`src/rtl/turbo_block_interleaver.sv`:
```
// Frame interleaver/deinterleaver: buffers N soft values, replays them QPP-permuted.
// Optional framing check on in_last is enabled by defining TURBO_INTLV_LAST_CHECK_EN.
module turbo_block_interleaver #(
    parameter int N      = 10,
    parameter int W      = 8,
    parameter int F1     = 1,
    parameter int F2     = 0,
    parameter int OFFSET = 1
) (
    input  logic         clk,
    input  logic         rst,
    input  logic         mode,
    input  logic         in_valid,
    output logic         in_ready,
    input  logic [W-1:0] in_data,
    input  logic         in_last,
    output logic         out_valid,
    input  logic         out_ready,
    output logic [W-1:0] out_data,
    output logic         out_last,
    output logic         frame_err
);

    localparam int CW = (N > 1) ? $clog2(N) : 1;
    localparam logic [CW:0]   N_EXT    = (CW+1)'(N);
    localparam logic [CW-1:0] PI0      = CW'(OFFSET % N);
    localparam logic [CW-1:0] G0       = CW'((F1 + F2) % N);
    localparam logic [CW-1:0] D        = CW'((2 * F2) % N);
    localparam logic [CW-1:0] LAST_IDX = CW'(N - 1);

    typedef enum logic {FILL, DRAIN} state_t;

    state_t        state_q, state_d;
    logic [CW-1:0] cnt_q, cnt_d;
    logic [CW-1:0] pi_q, pi_d;
    logic [CW-1:0] g_q, g_d;
    logic          mode_q, mode_d;
    logic [W-1:0]  mem_q [N];

    logic          wr_en;
    logic [CW-1:0] wr_addr;
    logic [CW-1:0] rd_addr;
    logic          advance;
    logic          restart;

    // Both operands are already reduced mod N, so one conditional subtract suffices.
    function automatic logic [CW-1:0] mod_add(input logic [CW-1:0] a, input logic [CW-1:0] b);
        logic [CW:0] s;
        s = {1'b0, a} + {1'b0, b};
        if (s >= N_EXT) s = s - N_EXT;
        return s[CW-1:0];
    endfunction

`ifdef TURBO_INTLV_LAST_CHECK_EN
    logic frame_err_q, frame_err_d;
`else
    logic unused_in_last;
    assign unused_in_last = in_last;
`endif

    always_comb begin
        state_d = state_q;
        cnt_d   = cnt_q;
        mode_d  = mode_q;
        wr_en   = 1'b0;
        wr_addr = cnt_q;
        advance = 1'b0;
        restart = 1'b0;
`ifdef TURBO_INTLV_LAST_CHECK_EN
        frame_err_d = 1'b0;
`endif
        case (state_q)
            FILL: begin
                if (in_valid) begin
                    // Beat 0 uses the live mode input since mode_q is only being loaded now.
                    wr_en   = 1'b1;
                    wr_addr = (((cnt_q == '0) ? mode : mode_q)) ? pi_q : cnt_q;
                    if (cnt_q == '0) mode_d = mode;
                    if (cnt_q == LAST_IDX) begin
                        state_d = DRAIN;
                        cnt_d   = '0;
                        restart = 1'b1;
`ifdef TURBO_INTLV_LAST_CHECK_EN
                        frame_err_d = !in_last;
`endif
                    end else begin
                        cnt_d   = cnt_q + 1'b1;
                        advance = 1'b1;
`ifdef TURBO_INTLV_LAST_CHECK_EN
                        if (in_last) begin
                            frame_err_d = 1'b1;
                            wr_en       = 1'b0;
                            cnt_d       = '0;
                            advance     = 1'b0;
                            restart     = 1'b1;
                        end
`endif
                    end
                end
            end
            DRAIN: begin
                if (out_ready) begin
                    if (cnt_q == LAST_IDX) begin
                        state_d = FILL;
                        cnt_d   = '0;
                        restart = 1'b1;
                    end else begin
                        cnt_d   = cnt_q + 1'b1;
                        advance = 1'b1;
                    end
                end
            end
            default: state_d = FILL;
        endcase

        pi_d = pi_q;
        g_d  = g_q;
        if (restart) begin
            pi_d = PI0;
            g_d  = G0;
        end else if (advance) begin
            pi_d = mod_add(pi_q, g_q);
            g_d  = mod_add(g_q, D);
        end

        rd_addr   = mode_q ? cnt_q : pi_q;
        in_ready  = (state_q == FILL);
        out_valid = (state_q == DRAIN);
        out_data  = out_valid ? mem_q[rd_addr] : '0;
        out_last  = out_valid && (cnt_q == LAST_IDX);
`ifdef TURBO_INTLV_LAST_CHECK_EN
        frame_err = frame_err_q;
`else
        frame_err = 1'b0;
`endif
    end

    always_ff @(posedge clk or posedge rst) begin
        if (rst) begin
            state_q <= FILL;
            cnt_q   <= '0;
            pi_q    <= PI0;
            g_q     <= G0;
            mode_q  <= 1'b0;
`ifdef TURBO_INTLV_LAST_CHECK_EN
            frame_err_q <= 1'b0;
`endif
        end else begin
            state_q <= state_d;
            cnt_q   <= cnt_d;
            pi_q    <= pi_d;
            g_q     <= g_d;
            mode_q  <= mode_d;
`ifdef TURBO_INTLV_LAST_CHECK_EN
            frame_err_q <= frame_err_d;
`endif
        end
    end

    // Frame buffer carries no reset; it is always fully rewritten before being read.
    always_ff @(posedge clk) begin
        if (wr_en) mem_q[wr_addr] <= in_data;
    end

endmodule

```
`config.mk`:
```
export PLATFORM = sky130hd
export DESIGN_NAME = turbo_block_interleaver
export DESIGN_NICKNAME = d
export VERILOG_FILES = /design/src/rtl/turbo_block_interleaver.sv
export SDC_FILE = /design/constraint.sdc
export NUM_CORES = 1
export LEC_CHECK = 0
export ABC_AREA = 1
export ABC_CLOCK_PERIOD_IN_PS = 5700
export CORE_MARGIN = 2
export CORE_UTILIZATION = 30
export CTS_BUF_LIST = sky130_fd_sc_hd__clkbuf_2
export DETAILED_ROUTE_END_ITERATION = 7
export HOLD_SLACK_MARGIN = 0.15
export PLACE_DENSITY = 0.51
export SLEW_MARGIN = 20
export SYNTH_ARGS = -nofsm -noshare
export SYNTH_HDL_FRONTEND = slang
export SYNTH_SLANG_ARGS = --single-unit
```
`constraint.sdc`:
```
create_clock -name clk -period 5.7 [get_ports clk]
set_clock_uncertainty 0.15 [all_clocks]
set_input_delay 1.14 -clock clk [delete_from_list [all_inputs] [get_ports clk]]
set_output_delay 1.14 -clock clk [all_outputs]
set_load 0.005 [all_outputs]
```
Word level (Yosys, flattened, before mapping)
Memory sizes are Yosys's and may differ from the RTL's. Index checks and enable logic that the tools add are counted.

$lt $le $gt $ge: 2. Add/subtract/negate cells: 4. Reduce and logical (&&, ||, !) cells: 7. Bitwise gates (word level): 1. Equal/unequal tests: 3. Multiplexer cells: 30.

Operators with widths (number): $mux W4 (13); $mux W1 (12); $mux W8 (1); $pmux W4 S2 (1); $sub A4 B4 Y4 const B (2); $pmux W1 S2 (3); $reduce_and A2 Y1 (3); $add A4 B4 Y5 (1); $ge A5 B4 Y1 const B (1); $add A4 B1 Y4 const B (1); $eq A4 B4 Y1 const B (1); $ge A4 B4 Y1 const B (1); $logic_not A4 Y1 (1); $ne A2 B2 Y1 const B (2); $reduce_bool A2 Y1 (2); $logic_and A1 B1 Y1 (1); $not A1 Y1 (1).

Bits in writable memories: 80. Input port bits: 14. Output and inout port bits: 12. Word-level logic and storage cells: 53. Register bits: 14. Memories: 1.

Memory list: mem_q (depth 10, bits a word 8, rd ports 1, clocked after memory_dff 0, wr ports 1, line 38) `logic [W-1:0] mem_q [N];`.

Logic depth before layout (Yosys ltp)
Gate-level depths: netlist of the first run.

Depth in word-level cells: 6. Gate-level depth with buffers: 12. Depth with buffers taken out: 12.

Least setup slack after synthesis of the first run
Ideal clock, no wire load.

Path type: in2reg. From: input port in_valid. To: memory mem_q[0][0], enable pin. Arrival time: 2252 ps. Library setup time: 370 ps. Setup slack: 2928 ps. Required time: 5180 ps. Stages: 7. Path buffers: 1. Path through: inv_1 > nor2_4 > nand3_4 > buf_6 > o21ai_2 > nand2_1 > nor2_1.

Cells in the longest elaborated chain, start to end: 4. Elaborated cells on any way between the ends: 6. Those cells by class: mux (6).

Ends and longest elaborated chain: start: declaration (line 13) `input logic in_valid,`; $mux W1 (line 74) `if (in_valid) begin`; $mux W1 (line 72) `case (state_q)`; $mux W1 (line 162) `if (wr_en) mem_q[wr_addr] <= in_data;`; $mux W1 (implied by the code) (line 162); end: declaration (line 38).

Several ways; a longest one is shown, not always the timed one.

Final worst setup path of the first run
From: register mode_q. To: output port out_data[1].

Cells in the longest elaborated chain, start to end: 3.

Ends and longest elaborated chain: start: declaration (line 37) `logic mode_q, mode_d;`; start signal: assignment (line 153) `mode_q <= mode_d;`; $mux W4 (line 126) `rd_addr = mode_q ? cnt_q : pi_q;`; $mem_v2 Z10 W8; $mux W8 (line 129) `out_data = out_valid ? mem_q[rd_addr] : '0;`; end: declaration (line 19) `output logic [W-1:0] out_data,`.

No other way between the ends.

==> metrics, run 1 <==
Sum Neg Setup Slack=0 ns; grt total ovfl=0; worst-path maximum fanout=24; final count of hold timing violations=0; Fillers=1,481; Initial Utilization=30.77%; Cells after Synth=441; CORE AREA=approximately 15,000 um^2; cts hold-fix bufs=0; Endpoint, Worst Hold=g_q[3]$_DFFE_PP0P_; Root Driver=clkbuf_2; syn_area_per_cell=just over 10 um^2; Synth Warn #=0; area leader, netlist=edfxtp_1; Peak VDD IR=253.2 uV; dpl hpwl=7150 um; CP Launch Type=register; Hold Path Class=reg2reg; final wirelength=10,530 um; GPL Wtd Cong=0.7767; layout cells sized above 1=8.817%; Critical Path End Type=primary output; clock slew at reported path FFs=0.23 ns; Worst slew margin=36.26%; PD cells=547.8 nW/um^2; WP data arrival=3.39 ns; Post-Syn Nets=462; CTS tree=done; Cell Count, Final, Fillers Out=649; IO Port Bufs=23; Via density=4.761; Async S/R FF share, synth=14.89%; Data required, critical path=4.41 ns; First-pass DRT Iterations=6; I/O pins=26; synth top area cells=edfxtp_1 (54%), nand2_1 (11%), nand3_1 (9.4%); number of synthesized flops with an enable pin=80; post-synthesis instance area=4489 um^2; cts bufs inserted=9; area grow syn2layout=11.09%; routed vias=3,090; fin nets=482; r2r startpoint=mode_q$_DFFE_PP0P_; first-pass GRT wire length=16,910 um; RSZ-0062 raised after global routing=no; Clock Sinks=94; number of buffers added for setup after CTS=0; Setup WS post-layout=1.019 ns; min Tclk post-route=4.681 ns; die height=126.3 um; total power=2732 uW; ys flop type=edfxtp_1; Yosys reg bits=94; routed wire length per instance=16.23 um; Max Transition Viols Final=0; GRT Util Overall=between 10% and 20%; max-cap viol count=0; post-synth cell types=35; R2R Setup Slk=2.89 ns; synth cell count leaders=nand2_1 (131), nand3_1 (84), edfxtp_1 (80); Worst Hold Launch=g_q[3]$_DFFE_PP0P_; maximum clock rate=213.6 MHz; Setup WS pre-CTS=1.589 ns; Die Footprint=15,960 um^2; vias in the first global route=approximately 3.1k; Final setup viols=0; ANT cells=0; post-cts gate resize count=0; Worst Hold Depth=1; Slew @ Worst Pin=0.9526 ns; sequential area share after synthesis=61.37%; post-synth top area share=53.51%; count leader, synth=nand2_1; Max Buffers Root-to-Sink=2; die extent in x=126.3 um; Worst R2R End=mem_q[4][6]$_DFFE_PP_; period utilization=82.13%; Post-Place Cells=634; Lkg Pwr=0.001968 uW; crit path kind=reg2out; status=completed; clk_lat worst skew=0.56 ns; num rows=44; H-tree depth=3; post-route ant nets=0; largest net degree at the start of global routing=41; number of DRC markers in iteration 0=226; Worst R2R Path Depth=6; initial antenna violation count=0; DRC=0
state kept, by name (all words and copies together) (netlist names):
name       cells
mem_q         80
cnt_q          4
g_q            4
pi_q           4
mode_q         1
out_valid      1
worst max-delay path, cell delays in order, from the launching register on:
cell and delay [ns]:
dfrtp_1 0.58, inv_1 0.25, nand2_1 0.07, nand2_1 0.70
buf_4 0.31, nand2_1 0.06, nand3_1 0.06, nand2_1 0.09
inv_1 0.08, nand2_1 0.06, inv_1 0.06, clkdlybuf4s50_1 0.49
worst max-delay path by stage:
stage / startpoint / cells after the start / end
2_1_floorplan: in_valid / 7 / mem_q[0][0]$_DFFE_PP_
3_3_place_gp: mode_q$_DFFE_PP0P_ / 11 / out_data[1]
3_5_place_dp: mode_q$_DFFE_PP0P_ / 11 / out_data[1]
4_1_cts: mode_q$_DFFE_PP0P_ / 11 / out_data[1]
5_1_grt: mode_q$_DFFE_PP0P_ / 11 / out_data[1]
6_report: mode_q$_DFFE_PP0P_ / 11 / out_data[1]
cells in the final DEF (no fill, tap or decap), drive strengths merged, types with 6 or more instances in the layout:
cell / instances
dfrtp: 12
o21ai: 17
nand2: 136
inv: 44
nor2: 23
clkbuf: 9
ha: 6
nand3: 87
clkdlybuf4s50: 23
edfxtp: 80
per-layer routing:
layer	wire length (um)	GRT usage, %
met5	0	0
met4	80	2.973
met3	567	2.910
met2	4928	21.70
met1	4957	19.93
power by group:
group | leakage [uW] | switching [uW] | internal, uW | total [uW]
Sequential | 0.000889 | 104 | 823 | 927
Combinational | 0.000993 | 866 | 533 | 1400
Clock | 0.0000860 | 220 | 186 | 407
through the flow:
stage | area (um^2) | hold slack, ns | utilization, %
final | 4987 | 0.4199 | 34.19
after global routing | 4987 | 0.4602 | 34.19
after CTS | 4987 | 0.4280 | 34.19
after detailed placement | 4832 | 0.3884 | 33.12
after global placement | 4832 | 0.3738 | 33.12
after floorplan | 4489 | 0.3349 | -
cells by family after synthesis:
logic type / share of synthesized area (%)
AND/OR/NAND/NOR: 25.56
flip-flops: 61.37
buffers and inverters: 6.383
AO/OA/AOI/OAI: 4.097
adder cells (fa/ha/maj): 2.118
XOR/XNOR: 0.3903
other: 0.08353
area by class of cell:
cell class / count / area, um^2 / share of cell area, %
sequential: 94 / 2755 / 55.24
tap: 184 / 230.2 / 4.616
clock inverter: 6 / 110.1 / 2.208
inverter: 43 / 161.4 / 3.236
multi-input combinational: 289 / 1448 / 29.03
clock buffer: 9 / 45.04 / 0.9032
timing repair buffer: 24 / 237.7 / 4.767
No activity file was read; power rests on OpenSTA's default activity.
==> inputs of run 2 (changes only) <==
ABC_CLOCK_PERIOD_IN_PS = 4900   (was 5700)
clock period = 4.9 ns   (was 5.7 ns; I/O delays follow)
==> run 2 against run 1 <==
  * Register-to-register slack worse by 0.89 ns
  * First-iteration DRC count up 24%
  * Largest cell class unchanged
  * Total power up 17%
  * Via count up 1.7%
  * Highest routed layer unchanged
  * Combinational power up 17%
  * Die area unchanged
  * Largest power group unchanged
  * Clock power up 16%
  * Sequential power up 17%
==> metrics, run 2 (same netlist as run 1, synthesis figures left out) <==
clk_lat worst skew=roughly 0.54 ns; CP Launch Type=register; WP data arrival=3.29 ns; first-pass GRT wire length=17,540 um; GR Layer Usage met1=between 10% and 20%; Slew @ Worst Pin=1.026 ns; layout cells sized above 1=8.994%; die height=126.3 um; max reg flops=80; Max Transition Viols Final=0; Combinational Power Share=51.4%; die extent in x=126.3 um; RSZ-0062 raised after global routing=no; Max Buffers Root-to-Sink=2; largest net degree at the start of global routing=41; IO Port Bufs=23; Reg with most FFs=mem_q; I/O pins=26; Root Driver=clkbuf_2; number of buffers added for setup after CTS=0; Peak VDD IR=327.9 uV; Die Footprint=15,960 um^2; gr busiest metal=met2; CORE AREA=roughly 15,000 um^2; GRT Util Overall=14.22%; Sum Neg Setup Slack=0 ns; met3 Use GR=2.952%; PD cells=639.4 nW/um^2; CTS tree=done; First-pass DRT Iterations=4; fin nets=483; Initial Utilization=a little over 30%; cts hold-fix bufs=0; Clock Sinks=94; post-route ant nets=0; final count of hold timing violations=0; cts bufs inserted=9; GPL Wtd Cong=~0.76; status=completed; area grow syn2layout=11.20%; Layout Utilization=34.22%; initial antenna violation count=0; commonest non-fill, non-tap cell in the layout=nand2_1; num rows=44; routed wire length per instance=16.55 um; final wirelength=~11,000 um; crit path kind=reg2out; Critical Path End Type=primary output; Switching Power=1389 uW; min Tclk post-route=~4.4 ns; Switching Share=43.50%; grt total ovfl=0; clock slew at reported path FFs=0.22 ns; Lkg Pwr=0.001978 uW; Via density=a little under 5; maximum clock rate=about 230 MHz; commonest cells after routing, fill and taps aside=nand2_1 (131), nand3_1 (84), edfxtp_1 (80); Final setup viols=0; number of DRC markers in iteration 0=280; Int Pwr=approximately 1800 uW; Fillers=1,520; vias in the first global route=3,246; Worst slew margin=31.38%; max-cap viol count=0; routed vias=about 3.1k; period utilization=90.14%; share of power burned in registers=33.8%; DRC=0; GRT met2 Usage=22.99%; Hold Path Class=reg2reg; worst-path maximum fanout=19; H-tree depth=3; Data required, critical path=approximately 3.8 ns; ANT cells=0; dpl hpwl=7269 um; post-cts gate resize count=0; Clk network pwr share=14.8%
==> run 2: metrics by stage <==
| step | setup slack, ns | power, uW | std cells | instance area (um^2) | hold slack (ns) |
|---|---|---|---|---|---|
| 2_1_floorplan | 2.288 | 2256 | 441 | 4489 | 0.3349 |
| 3_3_place_gp | 1.098 | 2718 | 635 | 4840 | 0.3656 |
| 3_5_place_dp | 1.036 | 2757 | 635 | 4840 | 0.3705 |
| 4_1_cts | 0.3606 | 3232 | 651 | 4992 | 0.4131 |
| 5_1_grt | 0.07635 | 3507 | 651 | 4992 | 0.4320 |
| 6_report | 0.4830 | 3192 | 651 | 4992 | 0.4046 |
==> run 2: worst paths after layout <==
path / startpoint / endpoint / slack (ns) / depth (start not counted)
worst max-delay path: mode_q$_DFFE_PP0P_ / out_data[2] / 0.48 / 11
worst min-delay path: g_q[3]$_DFFE_PP0P_ / g_q[3]$_DFFE_PP0P_ / 0.40 / 1
worst min register to register: g_q[3]$_DFFE_PP0P_ / g_q[3]$_DFFE_PP0P_ / 0.40 / 1
max in group asynchronous: rst / pi_q[0]$_DFFE_PP1P_ / 3.63 / 2
worst max register to register: mode_q$_DFFE_PP0P_ / mem_q[5][4]$_DFFE_PP_ / 2.00 / 6
min in group asynchronous: rst / mode_q$_DFFE_PP0P_ / 0.60 / 2
==> run 2: layout make-up <==
cell class | count | area [um^2] | area share, %
tap | 184 | 230.2 | 4.612
inverter | 43 | 161.4 | 3.233
timing repair buffer | 25 | 245.2 | 4.912
clock buffer | 11 | 55.05 | 1.103
clock inverter | 5 | 97.59 | 1.955
sequential | 94 | 2755 | 55.19
multi-input combinational | 289 | 1448 | 29.00
==> run 2: worst max-delay path: stages, from the launching register on <==
cell and delay (ns):
dfrtp_1 0.66, inv_1 0.23, nand2_1 0.10, nand2_1 0.47, buf_4 0.37, nand2_1 0.06
nand3_1 0.06, nand3_1 0.13, nand3_1 0.11, nand2_1 0.09, inv_1 0.04, clkdlybuf4s50_1 0.43
==> run 2: metal layers <==
metal,up-vias,part of all wire [%]
met5,-,0
met3,8,3.7
met1,1549,48
met2,59,47
li1,1527,-
met4,0,0.96
==> run 2: power groups by stage <==
stage               logic (uW)  clock network (uW)  registers, uW
floorplan                 1230                   0           1030
global placement          1620                   0           1090
detailed placement        1660                   0           1100
CTS                       1670                 485           1080
global route              1890                 521           1100
finish                    1640                 472           1080
==> inputs of run 3 (changes only) <==
CORE_UTILIZATION = 25   (was 30)
PLACE_DENSITY = 0.45   (was 0.51)
==> run 3 against run 2 <==
  * Fmax fell by 1.0%
  * Final area grew 0.15%
  * Sequential cell count unchanged
  * Hold slack better by 0.0033 ns
  * First-iteration DRC count is 3.6% higher
  * Combinational power hardly changed
  * Setup slack got worse by 0.045 ns
  * Clock power decreased by 19%
  * Total power is 2.6% lower
  * Sequential share of layout area is 0.083 points lower
  * Cell count grew 6.6%
  * Critical path depth stayed put
  * Critical path type unchanged
==> metrics, run 3 (same netlist as run 1, synthesis figures left out) <==
Worst Hold Depth=1; Die Footprint=around 19,000 um^2; I/O pins=26; Setup WS pre-CTS=1.044 ns; Worst R2R End=mem_q[3][2]$_DFFE_PP_; area grow syn2layout=11.37%; final wirelength=11,170 um; number of DRC markers in iteration 0=290; cts hold-fix bufs=0; GRT Util Overall=12.18%; die height=138.0 um; fin nets=482; max-cap viol count=0; Reg with most FFs=mem_q; commonest cells after routing, fill and taps aside=nand2_1 (131), nand3_1 (84), edfxtp_1 (80); R2R Setup Slk=2.03 ns; r2r startpoint=out_valid$_DFF_PP0_; WP data arrival=3.33 ns; slowest stage delay, CP=0.59 ns; H-tree depth=3; CTS tree=done; crit path kind=reg2out; Data required, critical path=3.77 ns; commonest non-fill, non-tap cell in the layout=nand2_1; Final setup viols=0; Worst Hold Launch=g_q[3]$_DFFE_PP0P_; RSZ-0062 raised after global routing=no; first-pass GRT wire length=17,600 um; Endpoint, Worst Hold=g_q[3]$_DFFE_PP0P_; share of power burned in registers=34.9%; Hold Path Class=reg2reg; cts bufs inserted=9; grt total ovfl=0; post-cts gate resize count=0; clk_lat worst skew=0.57 ns; PD cells=between 600 and 700 nW/um^2; Peak VDD IR=225.7 uV; Switching Share=between 40% and 50%; status=completed; Setup WS post-layout=0.4376 ns; Max Buffers Root-to-Sink=2; IO Port Bufs=23; worst path cell trace=inv_1 > nand2_1 > nand2_1 > buf_4 > nand2_1 > nand3_1 > nand3_1 > nand3_1 > nand2_1 > inv_1 > clkdlybuf4s50_1; Clock Sinks=94; Switching Power=1415 uW; initial antenna violation count=0; First-pass DRT Iterations=6; dpl hpwl=roughly 7400 um; Initial Utilization=25.25%; vias in the first global route=3,011; final count of hold timing violations=0; Slew @ Worst Pin=1.014 ns; clock slew at reported path FFs=0.22 ns; Worst slew margin=approximately a third; largest net degree at the start of global routing=41; worst-path maximum fanout=17; cell area after placement=4888 um^2; number of buffers added for setup after CTS=0; CORE AREA=approximately 18,000 um^2; critical path's slowest cell=dfrtp_1; Via density=4.569; Int Pwr=between 1500 and 2000 uW; num rows=49; layout cells sized above 1=under 10%; Lkg Pwr=0.001954 uW; CP Launch Type=register; maximum clock rate=224.1 MHz; Root Driver=clkbuf_2; Worst R2R Path Depth=5; max reg flops=80; ANT cells=0; post-route cell area=5000 um^2; Combinational Power Share=52.7%; GPL Wtd Cong=0.7398; Sum Neg Setup Slack=0 ns; Clk network pwr share=12.4%; min Tclk post-route=approximately 4.5 ns; Max Transition Viols Final=0; routed vias=~3.2k; DRC=0; CP dominant cell by count=nand2_1; final hold slack=0.4079 ns; period utilization=91.07%; die extent in x=138.0 um; post-route ant nets=0; Critical Path End Type=primary output; routed wire length per instance=approximately 16 um
==> run 3: changes by cell type in the layout (fill, tap and decap cells not counted) <==
cell	delta
buf_4	-1
clkinv_2	+1
clkinv_4	+3
bufinv_16	-2
clkinv_1	-2
clkbuf_2	-1
==> run 3: power by group through the flow <==
stage / clock network, uW / logic, uW / registers [uW]
after CTS: 408 / 1660 / 1090
after global routing: 430 / 1880 / 1100
final: 384 / 1640 / 1080
after detailed placement: 0 / 1660 / 1100
after floorplan: 0 / 1230 / 1030
after global placement: 0 / 1630 / 1100
==> run 3: through the flow <==
step                std cells  power (uW)  util, %
global route              694        3408    28.12
CTS                       694        3154    28.12
floorplan                 441        2256        -
detailed placement        679        2760    27.49
finish                    694        3109    28.12
global placement          679        2732    27.49
==> run 3: worst max-delay path, delay by kind of cell (launching register included) <==
family / cells / cell delay, ns
buffers and inverters: 4 / 1.15
AND/OR/NAND/NOR: 7 / 1.02
flip-flops: 1 / 0.59
==> run 3: cell type report <==
class	instances	area, um^2
Fill cell	1859	12780
Sequential cell	94	2755
Multi-Input combinational cell	289	1448
Tap cell	229	286.5
Timing Repair Buffer	24	237.7
Inverter	43	161.4
Clock inverter	5	61.31
Clock buffer	10	50.05
==> run 3: how the worst max path moves through the flow <==
| stage | from | to | slack (ns) | cells past startpoint |
|---|---|---|---|---|
| finish | mode_q$_DFFE_PP0P_ | out_data[4] | 0.44 | 11 |
| CTS | mode_q$_DFFE_PP0P_ | out_data[4] | 0.30 | 11 |
| detailed placement | mode_q$_DFFE_PP0P_ | out_data[4] | 1.04 | 11 |
| floorplan | in_valid | mem_q[0][0]$_DFFE_PP_ | 2.29 | 7 |
| global placement | mode_q$_DFFE_PP0P_ | out_data[4] | 1.04 | 11 |
| global route | mode_q$_DFFE_PP0P_ | out_data[4] | 0.12 | 11 |
==> run 3: per-layer routing <==
layer	vias up	track usage, %	part of all wire, %
met2	69	19.54	48
met4	0	2.256	0.43
met1	1564	16.40	47
met3	4	3.845	4.3
met5	-	0	0
li1	1534	-	-
